--- config.mk ---
export PLATFORM = sky130hd
export DESIGN_NAME = imem_loader
export DESIGN_NICKNAME = d
export VERILOG_FILES = /design/src/rtl/imem_loader.sv
export SDC_FILE = /design/constraint.sdc
export NUM_CORES = 1
export LEC_CHECK = 0
export CAP_MARGIN = 20
export CORE_ASPECT_RATIO = 1.2
export CORE_UTILIZATION = 56
export DETAILED_ROUTE_END_ITERATION = 16
export PLACE_DENSITY = 0.82
export SYNTH_ARGS = -nofsm -noshare
export SYNTH_HDL_FRONTEND = slang
export SYNTH_SLANG_ARGS = --single-unit
--- constraint.sdc ---
create_clock -name clk -period 7.1 [get_ports clk]
set_clock_uncertainty 0.2 [all_clocks]
set_input_delay 0.71 -clock clk [delete_from_list [all_inputs] [get_ports clk]]
set_output_delay 0.71 -clock clk [all_outputs]
set_load 0.005 [all_outputs]
--- src/rtl/imem_loader.sv ---
// imem_loader: packs a big-endian byte stream into 32-bit words and writes them into InstMem, holding the CPU while loading
module imem_loader #(
  parameter int ADDR_W  = 32,
  parameter int WORDS   = 64,
  parameter int TIMEOUT = 50_000_000
) (
  input  logic              clk,
  input  logic              rst,
  input  logic              start,
  input  logic              byte_valid,
  input  logic [7:0]        byte_data,
  output logic              byte_ready,
  output logic              mem_we,
  output logic [ADDR_W-1:0] mem_addr,
  output logic [31:0]       mem_din,
  output logic              cpu_hold,
  output logic              busy,
  output logic              done,
  output logic              error,
  output logic [ADDR_W-1:0] word_count
);
  localparam int TW = $clog2(TIMEOUT + 1);
  typedef enum logic [2:0] {IDLE, RECV, WRITE, DONE, ERR} state_t;
  state_t state;
  logic [1:0]        byte_idx;
  logic [ADDR_W-1:0] word_idx;
  logic [TW-1:0]     tcnt;
  logic [23:0]       pack;
  assign byte_ready = state == RECV;
  assign busy       = state == RECV || state == WRITE;
  assign cpu_hold   = busy;
  assign done       = state == DONE;
  assign error      = state == ERR;
  always_ff @(posedge clk or posedge rst) begin
    if (rst) begin
      state      <= IDLE;
      byte_idx   <= '0;
      word_idx   <= '0;
      word_count <= '0;
      tcnt       <= '0;
      pack       <= '0;
      mem_we     <= 1'b0;
      mem_addr   <= '0;
      mem_din    <= '0;
    end else begin
      case (state)
        IDLE, DONE, ERR: if (start) begin
          state      <= RECV;
          byte_idx   <= '0;
          word_idx   <= '0;
          word_count <= '0;
          tcnt       <= '0;
        end
        RECV: if (byte_valid) begin
          // earlier bytes shift up so byte 0 lands in the top lane
          pack     <= {pack[15:0], byte_data};
          byte_idx <= byte_idx + 2'd1;
          tcnt     <= '0;
          if (byte_idx == 2'd3) begin
            state    <= WRITE;
            mem_we   <= 1'b1;
            mem_addr <= word_idx;
            mem_din  <= {pack, byte_data};
          end
        end else begin
          tcnt  <= tcnt + 1'b1;
          state <= tcnt == TW'(TIMEOUT - 1) ? ERR : RECV;
        end
        WRITE: begin
          mem_we     <= 1'b0;
          word_idx   <= word_idx + 1'b1;
          word_count <= word_count + 1'b1;
          state      <= word_count + 1'b1 == ADDR_W'(WORDS) ? DONE : RECV;
        end
        default: state <= IDLE;
      endcase
    end
  end
endmodule

# == Word-level counts from Yosys, hierarchy flattened ==
# Cells that the tools add are included.
# totals
out_inout_bits,102
reg_bits,184
# op_classes
n_reduce_logical,13
eq_ne,11
n_mux,18
add_sub_neg,4
# op_table
cell,n
case mux 32 bit (2 select lines),2
adder 32 x 1 -> 32 bit (second input constant),2
2-to-1 mux 26 bit,2
case mux 26 bit (2 select lines),1
equality test 32 x 7 -> 1 bit (second input constant),1
2-to-1 mux 32 bit,1
adder 26 x 1 -> 26 bit (second input constant),1
equality test 26 bit (second input constant),1
2-to-1 mux 3 bit,4
case mux 3 bit (3 select lines),1
AND reduction 3 bit,3
AND reduction 2 bit,4
equality test 3 x 2 -> 1 bit (second input constant),2
2-to-1 mux 2 bit,3
nonzero test 2 bit,3
!= test 2 bit (second input constant),2
case mux 2 bit (2 select lines),1
equality test 3 x 1 -> 1 bit (second input constant),1
equality test 3 bit (second input constant),1
zero test 3 bit,1
!= test 3 x 2 -> 1 bit (second input constant),1
OR reduction 3 bit,1
adder 2 x 1 -> 2 bit (second input constant),1
equality test 2 bit (second input constant),1
4 further kinds,5

# == Depth between registers and ports, before layout ==
# Gate-level depths: netlist (run 1).
# logic_depth
word_depth,4
depth_mapped,8
ltp_nobuf,8

# == Worst setup path before layout (run 1) ==
# Ideal clock, no wire load.
# synth_timing
path_type,register to register
startpoint,reg word_count[0]
endpoint,reg state[1]
slack_ns,4.412
arrival_ns,2.411
path_stages_with_launch,9
cell_sequence,dfrtp_1 ha_1 nand4_1 nor2_1 xnor2_1 nand4_1 a211o_1 or4_1 o21ai_1
# synth_between
elab_chain_cells,4
# synth_rtl
item,line_no,rtl
from (decl),20,output logic [ADDR_W-1:0] word_count
from (signal assigned),72,word_count <= word_count + 1'b1;
adder 32 x 1 -> 32 bit,73,state <= word_count + 1'b1 == ADDR_W'(WORDS) ? DONE : RECV;
equality test 32 x 7 -> 1 bit,73,
2-to-1 mux 2 bit,73,
case mux 3 bit (3 select lines),46,case (state)
to (signal assigned),67,state <= tcnt == TW'(TIMEOUT - 1) ? ERR : RECV;
to (signal assigned),73,
to (decl),24,state_t state;
# Every way passes these cells.
# A chain may end at the register's enable or synchronous reset.

# == Worst setup path in the final report (run 1) ==
# layout_timing
startpoint,reg state[0]
endpoint,out busy
# layout_between
elab_chain_cells,2
word_cells_on_any_way,3
cone_classes,eq/ne (2); reduce/logical (1)
# layout_rtl
item,line_no,rtl
equality test 3 x 1 -> 1 bit / equality test 3 x 2 -> 1 bit (equally long branches),30,assign busy = state == RECV || state == WRITE;
logical OR 1 bit (*),30,
to (decl),17,"output logic busy,"
# Mark *: on every way between the ends. The rest lies on a longest branch, timed or not.

==> impl_metrics.prom, run 1 <==
# TYPE chip_impl_metric gauge
chip_impl_info{name="outcome",value="complete, no violations"} 1
chip_impl_metric{name="fin_total_pwr",unit="W"} 0.003294
chip_impl_info{name="worstHoldStart",value="word_idx[31]$_DFFE_PP0P_"} 1
chip_impl_metric{name="postRouteAntennaNets",unit=""} 0
chip_impl_metric{name="seqPwrFrac",unit=""} 0.439
chip_impl_info{name="ys.flop_type",value="dfrtp_1"} 1
chip_impl_metric{name="cells_after_synthesis",unit=""} 816
chip_impl_metric{name="combPwrFrac",unit=""} 0.279
chip_impl_info{name="critPathCapture",value="busy"} 1
chip_impl_metric{name="via_per_inst",unit=""} 5.849
chip_impl_info{name="cts_root_buf",value="clkbuf_16"} 1
chip_impl_metric{name="grt_pass1_vias",unit=""} 6321
chip_impl_metric{name="syn_nets",unit=""} 833
chip_impl_metric{name="initial_core_utilization",unit=""} 0.5783
chip_impl_metric{name="postSynth.asyncResetShare",unit=""} 1.000
chip_impl_metric{name="coreArea",unit="µm²"} 15080
chip_impl_metric{name="cts_repair_resize_count",unit=""} 0
chip_impl_metric{name="vias",unit=""} 6604
chip_impl_info{name="clock_tree_from_tritoncts",value="built"} 1
chip_impl_metric{name="post_synthesis_instance_area",unit="µm²"} 8722
chip_impl_metric{name="global_route.overflow_total",unit=""} 0
chip_impl_info{name="worstReg2RegStart",value="word_count[0]$_DFFE_PP0P_"} 1
chip_impl_info{name="rsz0062_at_grt",value="false"} 1
chip_impl_metric{name="synth_seq_area_share",unit=""} 0.5279
chip_impl_metric{name="yosysWarningCount",unit=""} 0
chip_impl_metric{name="cell_area_power_density",unit="nW/µm²"} 311.4
chip_impl_metric{name="grt_pass1_wl",unit="mm"} 30.75
chip_impl_metric{name="final_max_tran_viols",unit=""} 0
chip_impl_metric{name="total_clock_sinks",unit=""} 184
chip_impl_metric{name="layout_setup_ws",unit="ns"} 3.927
chip_impl_metric{name="clk_pin_slew",unit="ns"} 0.07
chip_impl_metric{name="finalSetupTns",unit="ns"} 0
chip_impl_metric{name="fillers",unit=""} 1118
chip_impl_metric{name="area_of_the_multi_input_gates",unit="µm²"} 3886
chip_impl_metric{name="die-height",unit="µm"} 138.7
chip_impl_metric{name="detail_route.wirelength",unit="mm"} 18.47
chip_impl_metric{name="flip_flop_and_latch_area",unit="µm²"} 4604
chip_impl_metric{name="design.die.area",unit="µm²"} 16080
chip_impl_metric{name="grtUsageTotal",unit=""} 0.2414
chip_impl_metric{name="synth_top_area_frac",unit=""} 0.5279
chip_impl_metric{name="timing_worst_slew_pin_value",unit="ns"} 1.003
chip_impl_metric{name="setup_viol",unit=""} 0
chip_impl_metric{name="worstRegToRegCells",unit=""} 8
chip_impl_metric{name="leakage",unit="nW"} 4.542
chip_impl_metric{name="port-buffer-count",unit=""} 113
chip_impl_metric{name="clock_latency",unit="ns"} 0.43
chip_impl_metric{name="reg2reg_setup_slack",unit="ns"} 3.95
chip_impl_metric{name="report.final.hold_viol_count",unit=""} 0
chip_impl_metric{name="place.gp.congestion",unit=""} 0.8729
chip_impl_metric{name="final_core_util",unit=""} 0.7014
chip_impl_info{name="holdCritPathClass",value="reg -> reg"} 1
chip_impl_info{name="synthTopCellsByCount",value="184 x dfrtp_1, 94 x nand2_1, 86 x mux2_2, 86 x o21ai_0, 48 x nand3_1"} 1
chip_impl_metric{name="cts_buffer_count",unit=""} 17
chip_impl_metric{name="syn_area_per_cell",unit="µm²"} 10.69
chip_impl_metric{name="netSwitchingFraction",unit=""} 0.2870
chip_impl_metric{name="grt_max_degree",unit=""} 109
chip_impl_metric{name="maximum_frequency_from_static_timing_analysis",unit="MHz"} 315.1
chip_impl_info{name="yosys-top-cells-area",value="dfrtp_1 53%, mux2_2 11%, o21ai_0 4.9%"} 1
chip_impl_metric{name="ioPinCount",unit=""} 114
chip_impl_metric{name="post_drt_wl_per_cell",unit="µm"} 16.36
chip_impl_info{name="regToRegEndpoint",value="state[1]$_DFFE_PP0P_"} 1
chip_impl_metric{name="cts.repair_timing.setup_buffer_count",unit=""} 0
chip_impl_metric{name="ys_types",unit=""} 56
chip_impl_metric{name="layout.cell_area.non_filler",unit="µm²"} 10580
chip_impl_metric{name="cts_max_path_buffers",unit=""} 2
chip_impl_info{name="end_kind",value="output pin"} 1
chip_impl_metric{name="p_sw",unit="W"} 0.0009455
chip_impl_metric{name="worstPathArrival",unit="ns"} 2.26
chip_impl_metric{name="max-cap-violations",unit=""} 0
chip_impl_info{name="cp-startpoint",value="state[0]$_DFFE_PP0P_"} 1
chip_impl_metric{name="antenna_cells_inserted",unit=""} 0
chip_impl_metric{name="first_iter_violations",unit=""} 434
chip_impl_metric{name="hold_buf_count_cts",unit=""} 0
chip_impl_metric{name="final_period_util",unit=""} 0.4469
chip_impl_metric{name="critical_path_required",unit="ns"} 6.19
chip_impl_info{name="critical_path_class",value="reg -> out"} 1
chip_impl_metric{name="final_period_minus_worst_setup_slack",unit="ns"} 3.173
chip_impl_info{name="netlist.top_cell.by_area",value="dfrtp_1"} 1
chip_impl_metric{name="dp_worst_setup_slack",unit="ns"} 3.908
chip_impl_metric{name="placement_rows",unit=""} 49
chip_impl_metric{name="path_max_fanout",unit=""} 48
chip_impl_metric{name="dp.final_hpwl",unit="mm"} 11.83
chip_impl_metric{name="ir_drop",unit="µV"} 262.1
chip_impl_metric{name="die-width",unit="µm"} 115.9
chip_impl_metric{name="detailed_place.area",unit="µm²"} 9980
chip_impl_metric{name="firstDrtPassIters",unit=""} 4
chip_impl_metric{name="power.share.clock",unit=""} 0.283
chip_impl_metric{name="yosys_register_bits",unit=""} 184
chip_impl_metric{name="slew_headroom",unit=""} 0.3287
chip_impl_info{name="yosys.cell_count.top_type",value="dfrtp_1"} 1
chip_impl_metric{name="ctsHtreeMaxLevel",unit=""} 4
chip_impl_metric{name="drc_errors",unit=""} 0
chip_impl_metric{name="nets",unit=""} 931
chip_impl_metric{name="synth_enable_flop_cells",unit=""} 0
chip_impl_metric{name="areaGrowthSynthToFinish",unit="%"} 21.29
chip_impl_metric{name="antenna_found_initial",unit=""} 0
chip_impl_metric{name="final_layout_size_suffix_gt1_frac",unit=""} 0.1535
chip_impl_info{name="worst_setup_path_start_kind",value="flip-flop"} 1
chip_impl_metric{name="cell_internal_pwr",unit="W"} 0.002349
-- worst min path at each step --
stage / endpoint / cells after the start
3_5_place_dp: word_idx[31]$_DFFE_PP0P_ / 1
4_1_cts: word_idx[31]$_DFFE_PP0P_ / 1
3_3_place_gp: word_idx[31]$_DFFE_PP0P_ / 1
2_1_floorplan: word_idx[31]$_DFFE_PP0P_ / 1
6_report: word_idx[31]$_DFFE_PP0P_ / 1
5_1_grt: word_idx[31]$_DFFE_PP0P_ / 1
-- final cells by class --
cell class,instances,area share
repair buffers,121,0.1145
clock buffers,18,0.04057
flip-flops and latches,184,0.4352
multi-input cells,578,0.3674
well taps,204,0.02413
inverters,12,0.004731
clock inverters,12,0.01348
-- layer usage --
layer | share of wire | routed length [µm] | GRT usage | vias to the layer above
met3 | 0.066 | 1214 | 0.06687 | 22
met1 | 0.43 | 7883 | 0.3188 | 3261
met2 | 0.49 | 9045 | 0.3844 | 177
met5 | 0 | 0 | 0 | -
met4 | 0.018 | 326 | 0.07827 | 0
li1 | - | - | - | 3144
-- stage by stage --
step                      hold slack, ns  std cells
after floorplan                   0.2410        816
after global placement            0.2634       1098
after detailed placement          0.2727       1098
after CTS                         0.2827       1128
after global routing              0.3046       1129
final                             0.2798       1129
-- flip-flops by register name, indices dropped and copies added (netlist names) --
register and count:
mem_addr 32, mem_din 32, word_count 32, word_idx 32
tcnt 26, pack 24, state 3, byte_idx 2
mem_we 1
-- cells in the final DEF (no fill, tap or decap), types with 17 or more instances in the layout --
cell | Yosys | layout
o21ai_0 | 86 | 86
dfrtp_1 | 184 | 184
nand3_1 | 48 | 48
nand2_1 | 94 | 93
o31ai_1 | 19 | 19
clkdlybuf4s50_1 | 0 | 113
mux2_2 | 86 | 86
nor2_1 | 47 | 47
clkbuf_16 | 0 | 17
nand4_1 | 25 | 25
-- worst max-delay path, stage by stage, from the launching register on --
cell and delay [ns]:
dfrtp_1 0.43, or3b_2 0.48, buf_4 0.29, nand2_1 0.14, clkdlybuf4s50_1 0.50
-- cells by family after synthesis --
| logic type | count (synthesis) | share of synthesized area |
|---|---|---|
| AO/OA/AOI/OAI | 164 | 0.1119 |
| XOR/XNOR | 25 | 0.02510 |
| adder cells (fa/ha/maj) | 5 | 0.007173 |
| buffers and inverters | 54 | 0.02783 |
| flip-flops | 184 | 0.5279 |
| multiplexers | 100 | 0.1271 |
| AND/OR/NAND/NOR | 284 | 0.1730 |
-- power groups by stage --
stage	clock, W	combinational, W	sequential [W]
6_report	0.000931	0.000918	0.00145
5_1_grt	0.000982	0.000993	0.00148
4_1_cts	0.000945	0.000914	0.00144
3_5_place_dp	0	0.000907	0.00146
3_3_place_gp	0	0.000888	0.00145
2_1_floorplan	0	0.000477	0.00144
Note: power is estimated with default switching activity, not from simulation.
==> run 2, diff against run 1 <==
==> constraint.sdc (replaced) <==
create_clock -name clk -period 3.1 [get_ports clk]
set_clock_uncertainty 0.2 [all_clocks]
set_input_delay 0.31 -clock clk [delete_from_list [all_inputs] [get_ports clk]]
set_output_delay 0.31 -clock clk [all_outputs]
set_load 0.005 [all_outputs]
==> impl_metrics.prom, run 2 (synthesis gave the netlist of run 1 again) <==
# TYPE chip_impl_metric gauge
chip_impl_info{name="outcome",value="complete, no violations"} 1
chip_impl_metric{name="setup_viol",unit=""} 0
chip_impl_metric{name="critical_path_required",unit="ns"} 3.24
chip_impl_metric{name="hold_buf_count_cts",unit=""} 0
chip_impl_metric{name="cell_internal_pwr",unit="W"} 0.005335
chip_impl_metric{name="cts_buffer_count",unit=""} 17
chip_impl_metric{name="grtUsageTotal",unit=""} 0.2515
chip_impl_metric{name="combPwrFrac",unit=""} 0.284
chip_impl_metric{name="nets",unit=""} 940
chip_impl_info{name="rsz0062_at_grt",value="false"} 1
chip_impl_metric{name="total_clock_sinks",unit=""} 184
chip_impl_metric{name="initial_core_utilization",unit=""} 0.5783
chip_impl_metric{name="worstPathArrival",unit="ns"} 2.92
chip_impl_metric{name="placement_rows",unit=""} 49
chip_impl_metric{name="global_route.overflow_total",unit=""} 0
chip_impl_metric{name="clock_latency",unit="ns"} 0.43
chip_impl_metric{name="detailed_place.area",unit="µm²"} 10080
chip_impl_metric{name="final_core_util",unit=""} 0.7057
chip_impl_metric{name="timing_worst_slew_pin_value",unit="ns"} 0.8459
chip_impl_info{name="clock_tree_from_tritoncts",value="built"} 1
chip_impl_info{name="worstReg2RegStart",value="word_count[11]$_DFFE_PP0P_"} 1
chip_impl_metric{name="post_drt_wl_per_cell",unit="µm"} 16.53
chip_impl_info{name="cts_root_buf",value="clkbuf_16"} 1
chip_impl_info{name="critical_path_class",value="reg -> reg"} 1
chip_impl_metric{name="port-buffer-count",unit=""} 113
chip_impl_metric{name="final_period_minus_worst_setup_slack",unit="ns"} 2.782
chip_impl_metric{name="postRouteAntennaNets",unit=""} 0
chip_impl_metric{name="final_layout_size_suffix_gt1_frac",unit=""} 0.1604
chip_impl_metric{name="flip_flop_and_latch_area",unit="µm²"} 4604
chip_impl_metric{name="first_iter_violations",unit=""} 557
chip_impl_metric{name="final_period_util",unit=""} 0.8975
chip_impl_metric{name="p_sw",unit="W"} 0.002188
chip_impl_metric{name="fillers",unit=""} 1125
chip_impl_metric{name="antenna_cells_inserted",unit=""} 0
chip_impl_info{name="holdCritPathClass",value="in -> async"} 1
chip_impl_metric{name="areaGrowthSynthToFinish",unit="%"} 22.03
chip_impl_metric{name="power.share.clock",unit=""} 0.278
chip_impl_metric{name="maximum_frequency_from_static_timing_analysis",unit="MHz"} 359.4
chip_impl_metric{name="cell_area_power_density",unit="nW/µm²"} 706.8
chip_impl_metric{name="vias",unit=""} 6645
chip_impl_metric{name="detail_route.wirelength",unit="mm"} 18.83
chip_impl_metric{name="leakage",unit="nW"} 4.593
chip_impl_metric{name="die-height",unit="µm"} 138.7
chip_impl_metric{name="cts_repair_resize_count",unit=""} 0
chip_impl_metric{name="ioPinCount",unit=""} 114
chip_impl_metric{name="drc_errors",unit=""} 0
chip_impl_metric{name="grt_pass1_wl",unit="mm"} 31.84
chip_impl_metric{name="place.gp.congestion",unit=""} 0.9214
chip_impl_metric{name="report.final.hold_viol_count",unit=""} 0
chip_impl_metric{name="die-width",unit="µm"} 115.9
chip_impl_metric{name="dp.final_hpwl",unit="mm"} 12.16
chip_impl_metric{name="firstDrtPassIters",unit=""} 5
chip_impl_metric{name="antenna_found_initial",unit=""} 0
chip_impl_metric{name="grt_pass1_vias",unit=""} 6494
chip_impl_metric{name="via_per_inst",unit=""} 5.834
chip_impl_info{name="highest_count_cells_in_the_layout_ignoring_fill_and_taps",value="184 x dfrtp_1, 113 x clkdlybuf4s50_1, 93 x nand2_1"} 1
chip_impl_metric{name="coreArea",unit="µm²"} 15080
chip_impl_metric{name="layout.cell_area.non_filler",unit="µm²"} 10640
chip_impl_metric{name="ctsHtreeMaxLevel",unit=""} 4
chip_impl_metric{name="slew_headroom",unit=""} 0.4361
chip_impl_metric{name="area_of_the_multi_input_gates",unit="µm²"} 3886
chip_impl_metric{name="netSwitchingFraction",unit=""} 0.2909
chip_impl_metric{name="cts_max_path_buffers",unit=""} 2
chip_impl_metric{name="grt_max_degree",unit=""} 109
chip_impl_info{name="worst_setup_path_start_kind",value="flip-flop"} 1
chip_impl_metric{name="path_max_fanout",unit=""} 9
chip_impl_metric{name="ir_drop",unit="µV"} 599.8
chip_impl_metric{name="clk_pin_slew",unit="ns"} 0.07
chip_impl_metric{name="cts.repair_timing.setup_buffer_count",unit=""} 0
chip_impl_info{name="cp-startpoint",value="word_count[11]$_DFFE_PP0P_"} 1
chip_impl_info{name="most_common_cell_after_layout_fill_and_taps_aside",value="dfrtp_1"} 1
chip_impl_metric{name="final_max_tran_viols",unit=""} 0
chip_impl_metric{name="finalSetupTns",unit="ns"} 0
chip_impl_metric{name="design.die.area",unit="µm²"} 16080
chip_impl_info{name="end_kind",value="flip-flop"} 1
chip_impl_metric{name="seqPwrFrac",unit=""} 0.438
chip_impl_metric{name="max-cap-violations",unit=""} 0
-- run 2: worst max-delay path, stage by stage, from the launching register on --
cell     delay, ns
dfrtp_1       0.51
nand4_4       0.22
nor3_1        0.46
nand3_1       0.19
xnor2_1       0.16
a211o_1       0.26
or4_1         0.51
o21ai_1       0.18
-- run 2: final timing paths --
| check | end | slack (ns) | depth (start not counted) |
|---|---|---|---|
| min reg2reg | mem_addr[13]$_DFFE_PP0P_ | 0.28 | 2 |
| max in group asynchronous | mem_din[30]$_DFFE_PP0P_ | 2.03 | 3 |
| max reg2reg | state[1]$_DFFE_PP0P_ | 0.32 | 7 |
| min in group clk | mem_addr[13]$_DFFE_PP0P_ | 0.28 | 2 |
| max | state[1]$_DFFE_PP0P_ | 0.32 | 7 |
| min | word_idx[16]$_DFFE_PP0P_ | 0.18 | 3 |
-- run 2: area by class of cell --
| type | instances | share of cell area |
|---|---|---|
| well taps | 204 | 0.02398 |
| flip-flops and latches | 184 | 0.4326 |
| clock buffers | 21 | 0.04232 |
| clock inverters | 10 | 0.01081 |
| multi-input cells | 578 | 0.3651 |
| inverters | 12 | 0.004584 |
| repair buffers | 130 | 0.1206 |
-- run 2: metal layers --
layer  track usage  up-vias  part of all wire
li1              -     3168                 -
met1        0.3309     3258              0.43
met2        0.3966      193              0.49
met3       0.07430       26             0.067
met4       0.08637        0             0.014
met5             0        -                 0
-- run 2: power by group through the flow --
stage / combinational [W] / clock [W] / sequential, W
finish: 0.00214 / 0.00209 / 0.00329
global route: 0.00233 / 0.00222 / 0.00337
CTS: 0.00217 / 0.00213 / 0.00330
detailed placement: 0.00213 / 0 / 0.00333
global placement: 0.00209 / 0 / 0.00329
floorplan: 0.00109 / 0 / 0.00329
-- run 2: per-stage QoR --
step	instances	setup WS, ns	hold WS, ns	power, W
after floorplan	816	0.2255	0.2268	0.004383
after global placement	1108	0.4444	0.2658	0.005385
after detailed placement	1108	0.4131	0.2734	0.005459
after CTS	1139	0.3953	0.2054	0.007589
after global routing	1139	0.1704	0.2340	0.007917
final	1139	0.3177	0.1806	0.007524
==> run 3, diff against run 2 <==
--- a/config.mk
+++ b/config.mk
@@ -8,6 +8,7 @@
 export CAP_MARGIN = 20
 export CORE_ASPECT_RATIO = 1.2
 export CORE_UTILIZATION = 56
+export CTS_CLUSTER_SIZE = 20
 export DETAILED_ROUTE_END_ITERATION = 16
 export PLACE_DENSITY = 0.82
 export SYNTH_ARGS = -nofsm -noshare
==> results of run 3 <==
Final layout, timing and power as in run 2 (identical DEF).
